**config.mk**
```make
export PLATFORM = sky130hd
export DESIGN_NAME = inbuf_fifo
export DESIGN_NICKNAME = d
export VERILOG_FILES = /design/src/rtl/inbuf_fifo.sv
export SDC_FILE = /design/constraint.sdc
export NUM_CORES = 1
export LEC_CHECK = 0
export CORE_MARGIN = 5
export CORE_UTILIZATION = 55
export DETAILED_ROUTE_END_ITERATION = 8
export PLACE_DENSITY = 0.79
export SYNTH_ARGS = -nofsm -noshare
export SYNTH_HDL_FRONTEND = slang
export SYNTH_SLANG_ARGS = --single-unit
```
**constraint.sdc**
```tcl
create_clock -name clk -period 12.8 [get_ports clk]
set_input_delay 1.28 -clock clk [delete_from_list [all_inputs] [get_ports clk]]
set_output_delay 1.28 -clock clk [all_outputs]
set_load 0.005 [all_outputs]
```
**src/rtl/inbuf_fifo.sv**
```systemverilog
// inbuf_fifo: host-to-engine input line FIFO with 1-cycle registered read and engine flush.
// Define INBUF_FIFO_ERR_FLAGS_EN to get sticky ovf/udf error flags; otherwise they tie to 0.
module inbuf_fifo #(
  parameter int DATA_W    = 64,
  parameter int DEPTH     = 16,
  parameter int AFULL_THR = DEPTH - 2
) (
  input  logic                       clk,
  input  logic                       rstn,
  input  logic                       eng_rstn,
  input  logic                       wr_en,
  input  logic [DATA_W-1:0]          wr_data,
  output logic                       full,
  output logic                       afull,
  input  logic                       rd_rq,
  input  logic                       mem_en,
  output logic                       empty,
  output logic [DATA_W-1:0]          rd_data,
  output logic                       rd_data_val,
  output logic [$clog2(DEPTH+1)-1:0] count,
  output logic                       ovf,
  output logic                       udf
);
  localparam int AW = $clog2(DEPTH);
  localparam int CW = $clog2(DEPTH + 1);
  logic [DATA_W-1:0] mem [DEPTH];
  logic [AW-1:0] wr_ptr, rd_ptr;
  logic val_q, wr_acc, rd_acc;
  assign full   = count == CW'(DEPTH);
  assign afull  = count >= CW'(AFULL_THR);
  assign empty  = count == '0;
  assign wr_acc = wr_en & ~full;
  assign rd_acc = rd_rq & mem_en & ~empty;
  // a read accepted just before a flush must not show its pulse during the flush cycle
  assign rd_data_val = val_q & eng_rstn;
  always_ff @(posedge clk)
    if (wr_acc && eng_rstn) mem[wr_ptr] <= wr_data;
  always_ff @(posedge clk or negedge rstn)
    if (!rstn) begin
      wr_ptr  <= '0;
      rd_ptr  <= '0;
      count   <= '0;
      rd_data <= '0;
      val_q   <= 1'b0;
    end else if (!eng_rstn) begin
      wr_ptr  <= '0;
      rd_ptr  <= '0;
      count   <= '0;
      rd_data <= '0;
      val_q   <= 1'b0;
    end else begin
      if (wr_acc) wr_ptr <= wr_ptr + AW'(1);
      if (rd_acc) begin
        rd_ptr  <= rd_ptr + AW'(1);
        rd_data <= mem[rd_ptr];
      end
      val_q <= rd_acc;
      count <= count + CW'(wr_acc) - CW'(rd_acc);
    end
`ifdef INBUF_FIFO_ERR_FLAGS_EN
  always_ff @(posedge clk or negedge rstn)
    if (!rstn) begin
      ovf <= 1'b0;
      udf <= 1'b0;
    end else if (!eng_rstn) begin
      ovf <= 1'b0;
      udf <= 1'b0;
    end else begin
      if (wr_en && full) ovf <= 1'b1;
      if (rd_rq && mem_en && empty) udf <= 1'b1;
    end
`else
  assign ovf = 1'b0;
  assign udf = 1'b0;
`endif
endmodule

```
==> insert_results.sql <==
INSERT INTO impl_metrics (metric_group, metric, value, unit) VALUES
('worst_setup_path', 'critical_path_startpoint_category', 'flip-flop', ''),
('logic_synthesis', 'synth.yosys.seq_area_share', '78.2', '%'),
('detailed_routing', 'dr_wl_met3', '7940', 'um'),
('logic_synthesis', 'mean_post_synth_cell_area', '23.1', 'um2'),
('detailed_routing', 'route.met2.wl', '47600', 'um'),
('detailed_routing', 'totalWireLength', '92900', 'um'),
('placement', 'post_dp_cell_area', '44400', 'um2'),
('detailed_routing', 'detail_route.wirelength.met1', '35200', 'um'),
('logic_synthesis', 'mappedNetlistArea', '41800', 'um2'),
('detailed_routing', 'routed_via_density', '6.40', ''),
('finish', 'most-common-layout-cells', 'sky130_fd_sc_hd__edfxtp_1 (1024), sky130_fd_sc_hd__mux4_2 (256), sky130_fd_sc_hd__clkdlybuf4s50_1 (141), sky130_fd_sc_hd__clkbuf_16 (105), sky130_fd_sc_hd__dfrtp_1 (75)', ''),
('detailed_routing', 'num_vias', '19700', ''),
('detailed_routing', 'drt-wirelength-per-cell', '30.3', 'um'),
('finish', 'layout.filler_cells', '4660', ''),
('floorplan', 'num_rows', '101', ''),
('worst_hold_path', 'timing.hold.worst.class', 'reg -> reg', ''),
('finish', 'layout_commonest_cell', 'sky130_fd_sc_hd__edfxtp_1', ''),
('clock_network', 'cts_tree', 'done', ''),
('clock_network', 'clk_latency', '660', 'ps'),
('clock_network', 'post_cts_hold_buffer_count', '0', ''),
('global_routing', 'grt_first_pass_wirelength', '138000', 'um'),
('placement', 'global_placer_s_final_weighted_congestion', '0.711', ''),
('clock_network', 'worst_setup_hold_path_clk_slew', '70', 'ps'),
('power', 'switching_share', '22.5', '%'),
('timing', 'max_freq', '0.243', 'GHz'),
('finish', 'finalInstanceArea', '47800', 'um2'),
('clock_network', 'cts-resized-gates', '0', ''),
('timing', 'slew_headroom', '20.2', '%'),
('power', 'p_int', '0.00624', 'W'),
('global_routing', 'first_global_vias', '21000', ''),
('floorplan', 'chipWidth', '286', 'um'),
('logic_synthesis', 'number_of_flip_flops_and_latches_in_the_synthesized_netlist', '1102', ''),
('detailed_routing', 'dr.max_layer_used', 'met5', ''),
('finish', 'num-nets-final', '2084', ''),
('global_routing', 'grt_remaining_overflow', '0', ''),
('job', 'max_cap_viol_count', '0', ''),
('timing', 'rsz_0062_raised_after_global_routing', 'false', ''),
('timing', 'setup_ws', '8690', 'ps'),
('logic_synthesis', 'post_synth_num_cell_types', '35', ''),
('outcome', 'outcome', 'completed', ''),
('clock_network', 'cts_htree_levels', '3', ''),
('clock_network', 'cts.sink_count', '1102', ''),
('floorplan', 'coreArea', '75700', 'um2'),
('logic_synthesis', 'syn-instance-count', '1814', ''),
('power', 'power_density', '169', 'nW/um2'),
('timing', 'worst_pin_slew', '1200', 'ps'),
('power', 'seq_power_share', '51.2', '%'),
('clock_network', 'cts_inserted_buffers', '101', ''),
('floorplan', 'floorplan.die_area', '81700', 'um2'),
('worst_setup_path', 'critical_path_arrival', '4650', 'ps'),
('timing', 'finalCriticalPeriod', '4110', 'ps'),
('timing', 'skew', '15.5', 'ps'),
('global_routing', 'grt.total_usage', '22.7', '%'),
('timing', 'post-route-period-util', '32.1', '%'),
('timing', 'timing_hold_violations_final', '0', ''),
('clock_network', 'cts.root.buffer_cell', 'sky130_fd_sc_hd__clkbuf_16', ''),
('worst_setup_path', 'crit_end_category', 'flip-flop', ''),
('timing', 'drv_slew', '0', ''),
('timing', 'setup_total_negative_slack', '0', 'ps'),
('detailed_routing', 'detailedRoute.firstIterationViolations', '2216', ''),
('detailed_routing', 'drtAntennaViolNets', '0', ''),
('finish', 'layout-drive-gt1-share', '25.4', '%'),
('placement', 'dp_hpwl', '45000', 'um'),
('power', 'static-leakage-power', '14.9', 'nW'),
('finish', 'multi_input_area', '8740', 'um2'),
('floorplan', 'num_io_pins', '145', ''),
('finish', 'area_growth', '14.2', '%'),
('placement', 'placement.setup.worst_slack', '8320', 'ps'),
('logic_synthesis', 'synth-warning-count', '0', ''),
('floorplan', 'die_height', '286', 'um'),
('global_routing', 'grt_antenna_before_repair', '7', '');
[registers in the layout, indices dropped and copies added, names as in the netlist]
| register | count |
|---|---|
| count | 5 |
| rd_data | 64 |
| wr_ptr | 4 |
| val_q | 1 |
| rd_ptr | 4 |
| mem | 1024 |
[worst max-delay path, cell delays in order, from the launching register on]
cell and delay (ps):
sky130_fd_sc_hd__dfrtp_4 1000, sky130_fd_sc_hd__buf_4 880, sky130_fd_sc_hd__buf_4 800, sky130_fd_sc_hd__mux4_2 620, sky130_fd_sc_hd__mux2_2 300, sky130_fd_sc_hd__a221o_1 300
[final timing paths]
check                                   startpoint                      end  slack, ps  cells past startpoint
max                          rd_ptr[0]$_DFFE_PN0P_  rd_data[56]$_DFFE_PN0P_       8690                      5
min in group asynchronous                     rstn  rd_data[38]$_DFFE_PN0P_        710                      1
min reg2reg                rd_data[41]$_DFFE_PN0P_  rd_data[41]$_DFFE_PN0P_        510                      1
max reg2reg                  rd_ptr[0]$_DFFE_PN0P_  rd_data[56]$_DFFE_PN0P_       8690                      5
max in group asynchronous                     rstn    rd_ptr[0]$_DFFE_PN0P_      10790                      2
min                        rd_data[41]$_DFFE_PN0P_  rd_data[41]$_DFFE_PN0P_        510                      1
[power groups by stage]
| stage | Combinational, W | Clock [W] | Sequential (W) |
|---|---|---|---|
| after floorplan | 0.000644 | 0 | 0.00416 |
| after global placement | 0.000892 | 0 | 0.00419 |
| after detailed placement | 0.000916 | 0 | 0.00420 |
| after CTS | 0.000931 | 0.00305 | 0.00412 |
| after global routing | 0.000994 | 0.00321 | 0.00413 |
| final | 0.000920 | 0.00301 | 0.00412 |
[through the flow]
step	cells	hold WS, ps	util (%)
after global routing	3069	524	63.1
after floorplan	1815	502	-
final	3071	514	63.1
after detailed placement	2875	500	58.7
after CTS	3067	517	63.1
after global placement	2875	496	58.7
[cells in the mapped netlist]
cell type / count / area share (%)
sky130_fd_sc_hd__mux4_2: 256 / 14
sky130_fd_sc_hd__nor2_1: 86 / 0.77
sky130_fd_sc_hd__nand4bb_1: 1 / 0.027
sky130_fd_sc_hd__xor2_1: 3 / 0.063
sky130_fd_sc_hd__mux2i_1: 64 / 1.5
sky130_fd_sc_hd__buf_2: 22 / 0.26
sky130_fd_sc_hd__buf_1: 15 / 0.13
sky130_fd_sc_hd__nand2_1: 11 / 0.099
sky130_fd_sc_hd__a221o_1: 64 / 1.5
sky130_fd_sc_hd__o21ai_0: 1 / 0.012
sky130_fd_sc_hd__a21oi_1: 5 / 0.060
sky130_fd_sc_hd__clkbuf_1: 47 / 0.42
sky130_fd_sc_hd__buf_6: 10 / 0.27
sky130_fd_sc_hd__dfrtp_1: 78 / 4.7
sky130_fd_sc_hd__inv_2: 1 / 0.0090
sky130_fd_sc_hd__conb_1: 1 / 0.0090
sky130_fd_sc_hd__a21o_1: 1 / 0.018
sky130_fd_sc_hd__nand2b_1: 3 / 0.045
sky130_fd_sc_hd__nor3_1: 8 / 0.096
sky130_fd_sc_hd__xnor2_1: 6 / 0.13
sky130_fd_sc_hd__nand3b_1: 1 / 0.018
sky130_fd_sc_hd__edfxtp_1: 1024 / 73
sky130_fd_sc_hd__mux2_2: 64 / 1.7
sky130_fd_sc_hd__nor2_2: 1 / 0.015
sky130_fd_sc_hd__and2_1: 3 / 0.045
sky130_fd_sc_hd__fa_1: 1 / 0.048
sky130_fd_sc_hd__nand3_1: 4 / 0.048
sky130_fd_sc_hd__nor3b_1: 1 / 0.018
sky130_fd_sc_hd__ha_1: 13 / 0.39
sky130_fd_sc_hd__nor4b_4: 1 / 0.057
sky130_fd_sc_hd__inv_1: 10 / 0.090
sky130_fd_sc_hd__and3_1: 2 / 0.030
sky130_fd_sc_hd__o21a_1: 1 / 0.018
sky130_fd_sc_hd__or4_1: 1 / 0.018
sky130_fd_sc_hd__buf_4: 4 / 0.072
[area by class of cell]
cell class	instances	area share (%)
inverter	11	0.0864
clock inverter	49	0.993
clock buffer	143	5.97
timing repair buffer	180	3.62
sequential	1102	68.5
antenna	4	0.0210
tap	978	2.56
multi-input combinational	604	18.3
[logic make-up after synthesis]
| logic type | Yosys count | synth area share, % |
|---|---|---|
| flops | 1102 | 78.2 |
| mux | 384 | 17.0 |
| simple gates | 123 | 1.29 |
| buf+inv | 109 | 1.26 |
| compound gates | 72 | 1.64 |
| fa+ha+maj | 14 | 0.437 |
| xor+xnor | 9 | 0.188 |
| other cells | 1 | 0.00896 |
[per-layer routing]
metal  global-route usage, %  up-vias
li1                        -     8009
met4                    6.02        8
met3                    4.45      162
met5                       0        -
met1                    31.5    10400
met2                    38.0     1034
Power figures use the tool's default switching activity.
